**config.mk**
```make
export PLATFORM = sky130hd
export DESIGN_NAME = uart_alu_ctrl_flat
export DESIGN_NICKNAME = d
export VERILOG_FILES = /design/src/rtl/uart_alu_ctrl_if.sv /design/src/rtl/uart_alu_ctrl.sv /design/src/flat_wrapper.sv
export SDC_FILE = /design/constraint.sdc
export NUM_CORES = 1
export LEC_CHECK = 0
export ABC_AREA = 0
export BUFFER_PORTS_ARGS = -buffer_cell sky130_fd_sc_hd__buf_4
export CAP_MARGIN = 20
export CORE_MARGIN = 1.5
export CORE_UTILIZATION = 45
export CTS_BUF_LIST = sky130_fd_sc_hd__clkbuf_8 sky130_fd_sc_hd__clkbuf_16
export DETAILED_ROUTE_END_ITERATION = 7
export MAX_ROUTING_LAYER = met4
export PLACE_DENSITY_LB_ADDON = 0.1
export SLEW_MARGIN = 20
export SYNTH_ARGS = -nofsm -noshare
export SYNTH_HDL_FRONTEND = slang
export SYNTH_SLANG_ARGS = --single-unit
```
**constraint.sdc**
```tcl
create_clock -name clk -period 2.49 [get_ports clk]
set_input_delay 0 -clock clk [delete_from_list [all_inputs] [get_ports clk]]
set_output_delay 0 -clock clk [all_outputs]
set_load 0.05 [all_outputs]
```
**src/rtl/uart_alu_ctrl_if.sv**
```systemverilog
`default_nettype none
// -----------------------------------------------------------------------------
// uart_alu_ctrl_if : UART rx/tx handshakes and ALU operand/result bundle
// Rev 1.0
// -----------------------------------------------------------------------------
interface uart_alu_ctrl_if #(
  parameter int DATA_WIDTH = 8,
  parameter int OP_WIDTH   = 6
);
  logic                  i_rx_done;
  logic [DATA_WIDTH-1:0] i_rx_data;
  logic [DATA_WIDTH-1:0] i_alu_result;
  logic                  i_tx_done;
  logic [DATA_WIDTH-1:0] o_alu_a;
  logic [DATA_WIDTH-1:0] o_alu_b;
  logic [OP_WIDTH-1:0]   o_alu_op;
  logic [DATA_WIDTH-1:0] o_tx_data;
  logic                  o_tx_start;
  logic                  o_busy;
  logic                  o_timeout;
  logic                  o_drop;

  modport slave (
    input  i_rx_done, i_rx_data, i_alu_result, i_tx_done,
    output o_alu_a, o_alu_b, o_alu_op, o_tx_data, o_tx_start, o_busy, o_timeout, o_drop
  );

  modport master (
    output i_rx_done, i_rx_data, i_alu_result, i_tx_done,
    input  o_alu_a, o_alu_b, o_alu_op, o_tx_data, o_tx_start, o_busy, o_timeout, o_drop
  );
endinterface
`default_nettype wire

```
**src/rtl/uart_alu_ctrl.sv**
```systemverilog
`default_nettype none
// -----------------------------------------------------------------------------
// uart_alu_ctrl : collects A/B/opcode bytes, runs the ALU, hands result to TX
// Rev 1.0
// -----------------------------------------------------------------------------
module uart_alu_ctrl #(
  parameter int          DATA_WIDTH = 8,
  parameter int          OP_WIDTH   = 6,
  parameter int unsigned TIMEOUT    = 1000000
) (
  input  logic           clk,
  input  logic           rst,
  uart_alu_ctrl_if.slave bus
);

  localparam int          CNT_W   = (TIMEOUT > 1) ? $clog2(TIMEOUT) : 1;
  localparam int unsigned c_LIMIT_INT = (TIMEOUT > 0) ? TIMEOUT - 1 : 0;
  localparam logic [CNT_W-1:0] c_LIMIT = c_LIMIT_INT[CNT_W-1:0];
  localparam bit          c_TIMEOUT_EN = (TIMEOUT != 0);

  typedef enum logic [2:0] {
    S_GET_A   = 3'd0,
    S_GET_B   = 3'd1,
    S_GET_OP  = 3'd2,
    S_EXEC    = 3'd3,
    S_WAIT_TX = 3'd4
  } state_t;

  state_t                state_q, state_d;
  logic [DATA_WIDTH-1:0] a_q, a_d;
  logic [DATA_WIDTH-1:0] b_q, b_d;
  logic [OP_WIDTH-1:0]   op_q, op_d;
  logic [DATA_WIDTH-1:0] tx_data_q, tx_data_d;
  logic                  tx_start_q, tx_start_d;
  logic                  busy_q, busy_d;
  logic                  timeout_q, timeout_d;
  logic                  drop_q, drop_d;
  logic [CNT_W-1:0]      cnt_q, cnt_d;
  logic                  w_expired;

  assign w_expired = c_TIMEOUT_EN && (cnt_q == c_LIMIT);

  always_comb begin
    state_d    = state_q;
    a_d        = a_q;
    b_d        = b_q;
    op_d       = op_q;
    tx_data_d  = tx_data_q;
    tx_start_d = 1'b0;
    timeout_d  = 1'b0;
    drop_d     = 1'b0;
    cnt_d      = '0;

    case (state_q)
      S_GET_A: begin
        if (bus.i_rx_done) begin
          a_d     = bus.i_rx_data;
          state_d = S_GET_B;
        end
      end
      S_GET_B: begin
        // A byte landing on the expiry cycle wins over the timeout.
        if (bus.i_rx_done) begin
          b_d     = bus.i_rx_data;
          state_d = S_GET_OP;
        end else if (w_expired) begin
          timeout_d = 1'b1;
          state_d   = S_GET_A;
        end else begin
          cnt_d = cnt_q + 1'b1;
        end
      end
      S_GET_OP: begin
        if (bus.i_rx_done) begin
          op_d    = bus.i_rx_data[OP_WIDTH-1:0];
          state_d = S_EXEC;
        end else if (w_expired) begin
          timeout_d = 1'b1;
          state_d   = S_GET_A;
        end else begin
          cnt_d = cnt_q + 1'b1;
        end
      end
      S_EXEC: begin
        tx_data_d  = bus.i_alu_result;
        tx_start_d = 1'b1;
        drop_d     = bus.i_rx_done;
        state_d    = S_WAIT_TX;
      end
      S_WAIT_TX: begin
        drop_d = bus.i_rx_done;
        if (bus.i_tx_done) begin
          state_d = S_GET_A;
        end
      end
      default: state_d = S_GET_A;
    endcase

    busy_d = (state_d == S_EXEC) || (state_d == S_WAIT_TX);
  end

  always_ff @(posedge clk or negedge rst) begin
    if (!rst) begin
      state_q    <= S_GET_A;
      a_q        <= '0;
      b_q        <= '0;
      op_q       <= '0;
      tx_data_q  <= '0;
      tx_start_q <= 1'b0;
      busy_q     <= 1'b0;
      timeout_q  <= 1'b0;
      drop_q     <= 1'b0;
      cnt_q      <= '0;
    end else begin
      state_q    <= state_d;
      a_q        <= a_d;
      b_q        <= b_d;
      op_q       <= op_d;
      tx_data_q  <= tx_data_d;
      tx_start_q <= tx_start_d;
      busy_q     <= busy_d;
      timeout_q  <= timeout_d;
      drop_q     <= drop_d;
      cnt_q      <= cnt_d;
    end
  end

  assign bus.o_alu_a    = a_q;
  assign bus.o_alu_b    = b_q;
  assign bus.o_alu_op   = op_q;
  assign bus.o_tx_data  = tx_data_q;
  assign bus.o_tx_start = tx_start_q;
  assign bus.o_busy     = busy_q;
  assign bus.o_timeout  = timeout_q;
  assign bus.o_drop     = drop_q;

endmodule
`default_nettype wire

```
**src/flat_wrapper.sv**
```systemverilog
// flat-port wrapper written by rule: the top's interface ports become plain ports
module uart_alu_ctrl_flat 
#(
  parameter int          DATA_WIDTH = 8,
  parameter int          OP_WIDTH   = 6,
  parameter int unsigned TIMEOUT    = 1000000
)
  (clk, rst, bus_i_rx_done, bus_i_rx_data, bus_i_alu_result, bus_i_tx_done, bus_o_alu_a, bus_o_alu_b, bus_o_alu_op, bus_o_tx_data, bus_o_tx_start, bus_o_busy, bus_o_timeout, bus_o_drop);
  uart_alu_ctrl_if #(.DATA_WIDTH(DATA_WIDTH), .OP_WIDTH(OP_WIDTH)) bus_i ();
  input  logic clk;
  input  logic rst;
  input wire logic [$bits(bus_i.i_rx_done)-1:0] bus_i_rx_done;
  input wire logic [$bits(bus_i.i_rx_data)-1:0] bus_i_rx_data;
  input wire logic [$bits(bus_i.i_alu_result)-1:0] bus_i_alu_result;
  input wire logic [$bits(bus_i.i_tx_done)-1:0] bus_i_tx_done;
  output wire logic [$bits(bus_i.o_alu_a)-1:0] bus_o_alu_a;
  output wire logic [$bits(bus_i.o_alu_b)-1:0] bus_o_alu_b;
  output wire logic [$bits(bus_i.o_alu_op)-1:0] bus_o_alu_op;
  output wire logic [$bits(bus_i.o_tx_data)-1:0] bus_o_tx_data;
  output wire logic [$bits(bus_i.o_tx_start)-1:0] bus_o_tx_start;
  output wire logic [$bits(bus_i.o_busy)-1:0] bus_o_busy;
  output wire logic [$bits(bus_i.o_timeout)-1:0] bus_o_timeout;
  output wire logic [$bits(bus_i.o_drop)-1:0] bus_o_drop;
  assign bus_i.i_rx_done = bus_i_rx_done;
  assign bus_i.i_rx_data = bus_i_rx_data;
  assign bus_i.i_alu_result = bus_i_alu_result;
  assign bus_i.i_tx_done = bus_i_tx_done;
  assign bus_o_alu_a = bus_i.o_alu_a;
  assign bus_o_alu_b = bus_i.o_alu_b;
  assign bus_o_alu_op = bus_i.o_alu_op;
  assign bus_o_tx_data = bus_i.o_tx_data;
  assign bus_o_tx_start = bus_i.o_tx_start;
  assign bus_o_busy = bus_i.o_busy;
  assign bus_o_timeout = bus_i.o_timeout;
  assign bus_o_drop = bus_i.o_drop;
  uart_alu_ctrl #(.DATA_WIDTH(DATA_WIDTH), .OP_WIDTH(OP_WIDTH), .TIMEOUT(TIMEOUT)) u_core (.clk(clk), .rst(rst), .bus(bus_i));
endmodule
```
==> results of run 1 <==
power by group:
group          switching (W)  leakage [nW]  internal, W  total, W
sequential          0.000178         0.730      0.00122   0.00140
clock               0.000339         0.115     0.000536  0.000875
combinational        0.00133         0.652     0.000669   0.00200
total                0.00185          1.50      0.00243   0.00428
per-layer routing:
metal / share of wire (%) / wire length [um] / track usage, %
met1: 48 / 2340 / 24.7
met2: 46 / 2240 / 27.9
met3: 4.0 / 195 / 4.19
met4: 1.4 / 69 / 8.52
met5: 0 / 0 / -
cell usage after synthesis, drive strengths merged (2+ instances only):
cell type,count
and4,3
nand4,4
and2b,2
o31ai,3
or2,2
mux2,22
dfrtp,57
clkbuf,4
or3,3
xnor2,4
inv,2
nor2,20
a21oi,7
xor2,9
nor3,2
nand2,31
nand2b,3
or4,5
o21ai,7
nand3,6
repair_timing:
action | 4_1_cts | 5_1_grt
gates resized for setup | 0 | 0
hold buffers | 19 | 0
endpoints found under the hold margin | 91 | 0
stage by stage:
stage	utilization (%)	hold WS [ns]	area, um^2	total power (W)	setup slack, ns
6_report	64.0	0.265	3290	0.00428	0.317
5_1_grt	64.0	0.325	3290	0.00449	0.205
2_1_floorplan	-	-0.296	2430	0.00281	0.503
3_5_place_dp	56.3	0.107	2890	0.00341	0.324
3_3_place_gp	56.3	0.103	2890	0.00339	0.350
4_1_cts	64.0	0.292	3290	0.00432	0.322
flip-flops by register name, summed over array words and instances, names as in the netlist:
name	cells
u_core.cnt_q	20
u_core.bus.o_alu_a	8
u_core.bus.o_alu_b	8
u_core.bus.o_tx_data	8
u_core.bus.o_alu_op	6
u_core.state_q	3
u_core.bus.o_busy	1
u_core.bus.o_drop	1
u_core.bus.o_timeout	1
u_core.bus.o_tx_start	1
worst paths after layout:
| check | from | end | slack [ns] |
|---|---|---|---|
| min reg2reg | u_core.bus.o_tx_data[5]$_DFFE_PN0P_ | u_core.bus.o_tx_data[5]$_DFFE_PN0P_ | 0.48 |
| min in group clk | bus_i_alu_result[3] | u_core.bus.o_tx_data[3]$_DFFE_PN0P_ | 0.42 |
| max reg2reg | u_core.cnt_q[10]$_DFF_PN0_ | u_core.cnt_q[6]$_DFF_PN0_ | 0.32 |
| max in group asynchronous | rst | u_core.bus.o_busy$_DFF_PN0_ | 1.75 |
| max | u_core.cnt_q[10]$_DFF_PN0_ | u_core.cnt_q[6]$_DFF_PN0_ | 0.32 |
| min | rst | u_core.cnt_q[19]$_DFF_PN0_ | 0.27 |
placed cells by master, fill, tap and decap left out, types with 6 or more instances in the layout:
cell type	netlist	layout
dlygate4sd3_1	0	19
dfrtp_1	57	57
clkbuf_8	0	12
xor2_1	9	9
nor2_1	20	20
nand3_1	6	6
a21oi_1	7	7
nand2_1	31	31
buf_4	0	54
mux2_2	22	22
o21ai_0	7	7
logic make-up (layout without fill, tap and decap cells):
kind of cell,count (synthesis),in the layout,synth area share [%]
AOI/OAI and AO/OA,19,19,4.90
xor gates and xnor gates,13,13,4.69
adders and majority gates,1,1,0.515
buffers and inverters,8,92,1.55
DFF,57,57,58.8
muxes,22,22,10.2
and+or+nand+nor,89,89,19.4
cell type report:
type,count,area [um^2],share of cell area [%]
Inverter,3,11.3,0.342
Clock buffer,12,165,5.02
Sequential cell,57,1430,43.3
Multi-Input combinational cell,144,963,29.3
Clock inverter,4,42.5,1.29
Tap cell,70,87.6,2.66
Timing Repair Buffer,73,596,18.1
worst max-delay path: stages, from the launching register on:
cell and delay [ns]:
dfrtp_1 0.43, or4_1 0.52, or4_4 0.58, o21bai_4 0.40, nor2_1 0.11
==> results.sh, run 1 <==
export IMPL_antenna_found_initial=0
export IMPL_clk_latency_ns=0.32
export IMPL_wl_per_cell_um=13.3
export IMPL_p_leak_nw=1.50
export IMPL_num_io_pins=54
export IMPL_dieArea_um2=5840
export IMPL_synth_seq_cells=57
export IMPL_clockBufferDepth=2
export IMPL_dr_pass1_iters=4
export IMPL_wl_um=4840
export IMPL_setup_tns_ns=0
export IMPL_ctsHtreeMaxLevel=3
export IMPL_synth_edf_count=0
export IMPL_numCtsBuffers=9
export IMPL_area_growth_pct=35.6
export IMPL_cts_root_buf="clkbuf_8"
export IMPL_yosys_top_cells_area="dfrtp_1 59%, mux2_2 10%, nand2_1 4.8%, xor2_1 3.2%, nor2_1 3.1%"
export IMPL_postRouteAntennaNets=0
export IMPL_fp_coreArea_um2=5140
export IMPL_worst_pin_slew_ns=0.702
export IMPL_cp_start_kind="register"
export IMPL_die_w_um=76.4
export IMPL_path_max_fanout=18
export IMPL_path_class="reg2reg"
export IMPL_drv_slew=0
export IMPL_setup_viol=0
export IMPL_slew_headroom_pct=53.2
export IMPL_overflow=0
export IMPL_cts_sinks=57
export IMPL_row_count=26
export IMPL_vias_per_cell=4.90
export IMPL_numPlacedInstances=328
export IMPL_min_period_ns=2.17
export IMPL_r2r_cells=4
export IMPL_finalNonFillerCells=363
export IMPL_fmax_mhz=460
export IMPL_hp_class="in2async"
export IMPL_grt_use_total_pct=18.8
export IMPL_avgSynthCellArea_um2=11.6
export IMPL_synth_top_cell_by_area="dfrtp_1"
export IMPL_grt_pass1_wl_um=8490
export IMPL_gp_congestion=0.838
export IMPL_hpwl_um=3170
export IMPL_syn_cell_area_um2=2430
export IMPL_fin_skew_ns=0.00948
export IMPL_final_nets=309
export IMPL_first_iter_violations=110
export IMPL_period_share_pct=87.2
export IMPL_clk_pin_slew_ns=0.07
export IMPL_post_cts_setup_buffers=0
export IMPL_post_route_drc_count=0
export IMPL_ys_seq_area_share_pct=58.8
export IMPL_synth_cells=209
export IMPL_portBuffers=53
export IMPL_cap_violations=0
export IMPL_synth_cell_type_count=37
export IMPL_fillers=425
export IMPL_synth_fp_nets=230
export IMPL_drive_gt1_share_pct=34.5
export IMPL_rsz0062_at_grt="no"
export IMPL_n_antenna_cell=0
export IMPL_ys_warn_count=0
export IMPL_die_y_um=76.4
export IMPL_outcome="completed"
export IMPL_vias=1778
export IMPL_ir_drop_uv=869
export IMPL_cts_tree="yes"
export IMPL_hold_viol_final=0
export IMPL_grt_pass1_vias=1761
export IMPL_arrival_ns=2.35
export IMPL_crit_required_ns=2.67
export IMPL_grt_start_max_net_pins=58
export IMPL_p_per_area_nw_per_um2=1300
export IMPL_end_kind="register"
export IMPL_synth_flop_cell="dfrtp_1"
export IMPL_async_flop_share_pct=100
export IMPL_synth_top_area_share_pct=58.8
export IMPL_initial_utilization_pct=47.2
(Power assumes the default switching activity.)
==> inputs of run 2 (changes only) <==
--- a/config.mk
+++ b/config.mk
@@ -5,7 +5,7 @@
 export SDC_FILE = /design/constraint.sdc
 export NUM_CORES = 1
 export LEC_CHECK = 0
-export ABC_AREA = 0
+export ABC_AREA = 1
 export BUFFER_PORTS_ARGS = -buffer_cell sky130_fd_sc_hd__buf_4
 export CAP_MARGIN = 20
 export CORE_MARGIN = 1.5
==> run 2 against run 1 <==
Effect of this change: area after synthesis increased by 7.0%; die area up 6.7%; critical path depth shrank 1; power fell by 3.1%; highest routed layer unchanged; final area is 5.3% higher; critical path type unchanged.
==> results.sh, run 2 <==
export IMPL_p_comb_share_pct=44.9
export IMPL_largest_reg_flops=20
export IMPL_ys_seq_area_share_pct=54.9
export IMPL_r2r_cells=3
export IMPL_post_route_drc_count=0
export IMPL_wl_um=5480
export IMPL_ctsHtreeMaxLevel=3
export IMPL_p_leak_nw=1.68
export IMPL_worst_pin_slew_ns=0.719
export IMPL_synth_seq_cells=57
export IMPL_synth_edf_count=0
export IMPL_p_per_area_nw_per_um2=1190
export IMPL_cts_root_buf="clkbuf_8"
export IMPL_reg2reg_to="u_core.bus.o_alu_b[4]$_DFFE_PN0P_"
export IMPL_fin_skew_ns=0.00509
export IMPL_gp_congestion=0.836
export IMPL_hpwl_um=3640
export IMPL_overflow=0
export IMPL_cap_violations=0
export IMPL_internal_power_w=0.00226
export IMPL_syn_cell_area_um2=2600
export IMPL_hold_viol_final=0
export IMPL_rsz0062_at_grt="no"
export IMPL_end_kind="register"
export IMPL_dr_pass1_iters=4
export IMPL_ir_drop_uv=827
export IMPL_synth_cell_type_count=33
export IMPL_path_delay_family="simple AND/OR/NAND/NOR gates"
export IMPL_power_total_w=0.00414
export IMPL_fmax_mhz=655
export IMPL_cts_tree="yes"
export IMPL_portBuffers=53
export IMPL_netlist_top_cells_count="85 x nand2_1, 57 x dfrtp_1, 31 x nor2_1"
export IMPL_crit_required_ns=2.73
export IMPL_clk_latency_ns=0.33
export IMPL_power_frac_clock_pct=22.2
export IMPL_grt_pass1_vias=2122
export IMPL_p_sw_share_pct=45.3
export IMPL_min_period_ns=1.53
export IMPL_numCtsBuffers=9
export IMPL_reg2reg_from="u_core.state_q[2]$_DFF_PN0_"
export IMPL_vias_per_cell=4.68
export IMPL_async_flop_share_pct=100
export IMPL_p_sw_w=0.00188
export IMPL_hp_class="in2async"
export IMPL_final_cell_mix="85 x nand2_1, 57 x dfrtp_1, 53 x buf_4, 31 x nor2_1, 27 x inv_1"
export IMPL_synth_flop_cell="dfrtp_1"
export IMPL_vias=2106
export IMPL_die_w_um=79.0
export IMPL_n_antenna_cell=0
export IMPL_grt_start_max_net_pins=58
export IMPL_clk_pin_slew_ns=0.07
export IMPL_clockBufferDepth=2
export IMPL_synth_top_area_share_pct=54.9
export IMPL_synth_top_cell_by_area="dfrtp_1"
export IMPL_arrival_ns=1.76
export IMPL_cp_start_kind="register"
export IMPL_antenna_found_initial=0
export IMPL_num_io_pins=54
export IMPL_seqPwrFrac_pct=33.0
export IMPL_crit_buf_inv=1
export IMPL_dieArea_um2=6240
export IMPL_outcome="completed"
export IMPL_final_util_pct=62.6
export IMPL_regMostFlops="u_core.cnt_q"
export IMPL_die_y_um=79.0
export IMPL_setup_viol=0
export IMPL_fp_coreArea_um2=5540
export IMPL_path_max_fanout=16
export IMPL_avgSynthCellArea_um2=8.84
export IMPL_mostFrequentLayoutCell="nand2_1"
export IMPL_drive_gt1_share_pct=25.9
export IMPL_initial_utilization_pct=46.9
export IMPL_slew_headroom_pct=52.0
export IMPL_postRouteAntennaNets=0
export IMPL_final_nets=394
export IMPL_first_iter_violations=87
export IMPL_setup_tns_ns=0
export IMPL_grt_pass1_wl_um=9440
export IMPL_path_class="reg2reg"
export IMPL_synth_most_common_cell="nand2_1"
export IMPL_slowest_stage="nand4_1"
export IMPL_cts_sinks=57
export IMPL_synth_fp_nets=315
export IMPL_area_growth_pct=33.4
export IMPL_ys_warn_count=0
export IMPL_cp_cell_sequence="inv_2 -> nand4_1 -> o21ai_0"
export IMPL_wl_per_cell_um=12.2
export IMPL_yosys_top_cells_area="dfrtp_1 55%, nand2_1 12%, o21ai_0 4.8%, nor2_1 4.5%, inv_1 3.9%"
export IMPL_critical_path_max_stage_delay_ns=0.51
export IMPL_synth_cells=294
export IMPL_row_count=27
export IMPL_reg2reg_setup_slack_ns=0.96
export IMPL_drv_slew=0
export IMPL_period_share_pct=61.4
export IMPL_grt_use_total_pct=20.2
run 2: changes by cell type after synthesis, sizes merged, moves of 3 or more:
cell    before  now
and4         3    0
clkbuf       4    1
inv          2   34
mux2        22    0
nand2       31   91
nand2b       3    0
nand3        6   14
nor2        20   39
o21ai        7   27
o31ai        3    0
or3          3    0
or4          5    0
xnor2        4    0
xor2         9    5
run 2: repair_timing:
| action | CTS | global route |
|---|---|---|
| hold buffers | 19 | 0 |
| hold endpoints to repair | 90 | 0 |
| gates resized for setup | 0 | 0 |
| buffers inserted | 0 | 0 |
run 2: worst max-delay path by stage:
stage	from	slack (ns)	depth (start not counted)	to
2_1_floorplan	u_core.cnt_q[0]$_DFF_PN0_	1.16	7	u_core.cnt_q[8]$_DFF_PN0_
3_5_place_dp	u_core.state_q[2]$_DFF_PN0_	0.98	3	u_core.bus.o_alu_b[0]$_DFFE_PN0P_
5_1_grt	u_core.state_q[1]$_DFF_PN0_	0.78	3	u_core.bus.o_alu_b[6]$_DFFE_PN0P_
6_report	u_core.state_q[2]$_DFF_PN0_	0.96	3	u_core.bus.o_alu_b[4]$_DFFE_PN0P_
4_1_cts	u_core.state_q[2]$_DFF_PN0_	0.93	3	u_core.bus.o_alu_b[4]$_DFFE_PN0P_
3_3_place_gp	u_core.state_q[2]$_DFF_PN0_	1.02	3	u_core.bus.o_alu_b[1]$_DFFE_PN0P_
run 2: cells by family (layout without fill, tap and decap cells):
logic type                 count (synthesis)  count (layout)  synth area share, %
xor gates and xnor gates                   5               5                 1.69
and+or+nand+nor                          158             158                 29.5
buffers and inverters                     38             122                 6.07
AOI/OAI and AO/OA                         35              35                 7.32
DFF                                       57              57                 54.9
adders and majority gates                  1               1                0.482
run 2: final cells by class:
class                      instances  area (um^2)
clock inverter                     4         50.0
timing repair buffer              72          588
clock buffer                      12          165
inverter                          34          133
sequential                        57         1430
fill                             481         2070
multi-input combinational        199         1010
tap                               72         90.1
run 2: metrics by stage:
step,setup slack (ns),hold slack (ns),cells,cell area [um^2]
floorplan,1.16,-0.296,294,2600
global placement,1.02,0.104,415,3060
detailed placement,0.983,0.102,415,3060
CTS,0.929,0.290,450,3470
global route,0.777,0.352,450,3470
finish,0.962,0.262,450,3470
run 2: routing by layer:
metal  vias up  GRT usage (%)  part of all wire, %
li1       1089              -                    -
met1       963           24.9                   47
met2        43           30.7                   46
met3        11           4.83                  4.6
met4         0           10.9                  2.0
met5         -              -                    0
run 2: power by group through the flow:
stage	Combinational, W	Clock [W]	Sequential (W)
floorplan	0.000451	0	0.00222
global placement	0.00182	0	0.00138
detailed placement	0.00185	0	0.00138
global route	0.00199	0.000978	0.00140
finish	0.00186	0.000918	0.00137
CTS	0.00187	0.000938	0.00137
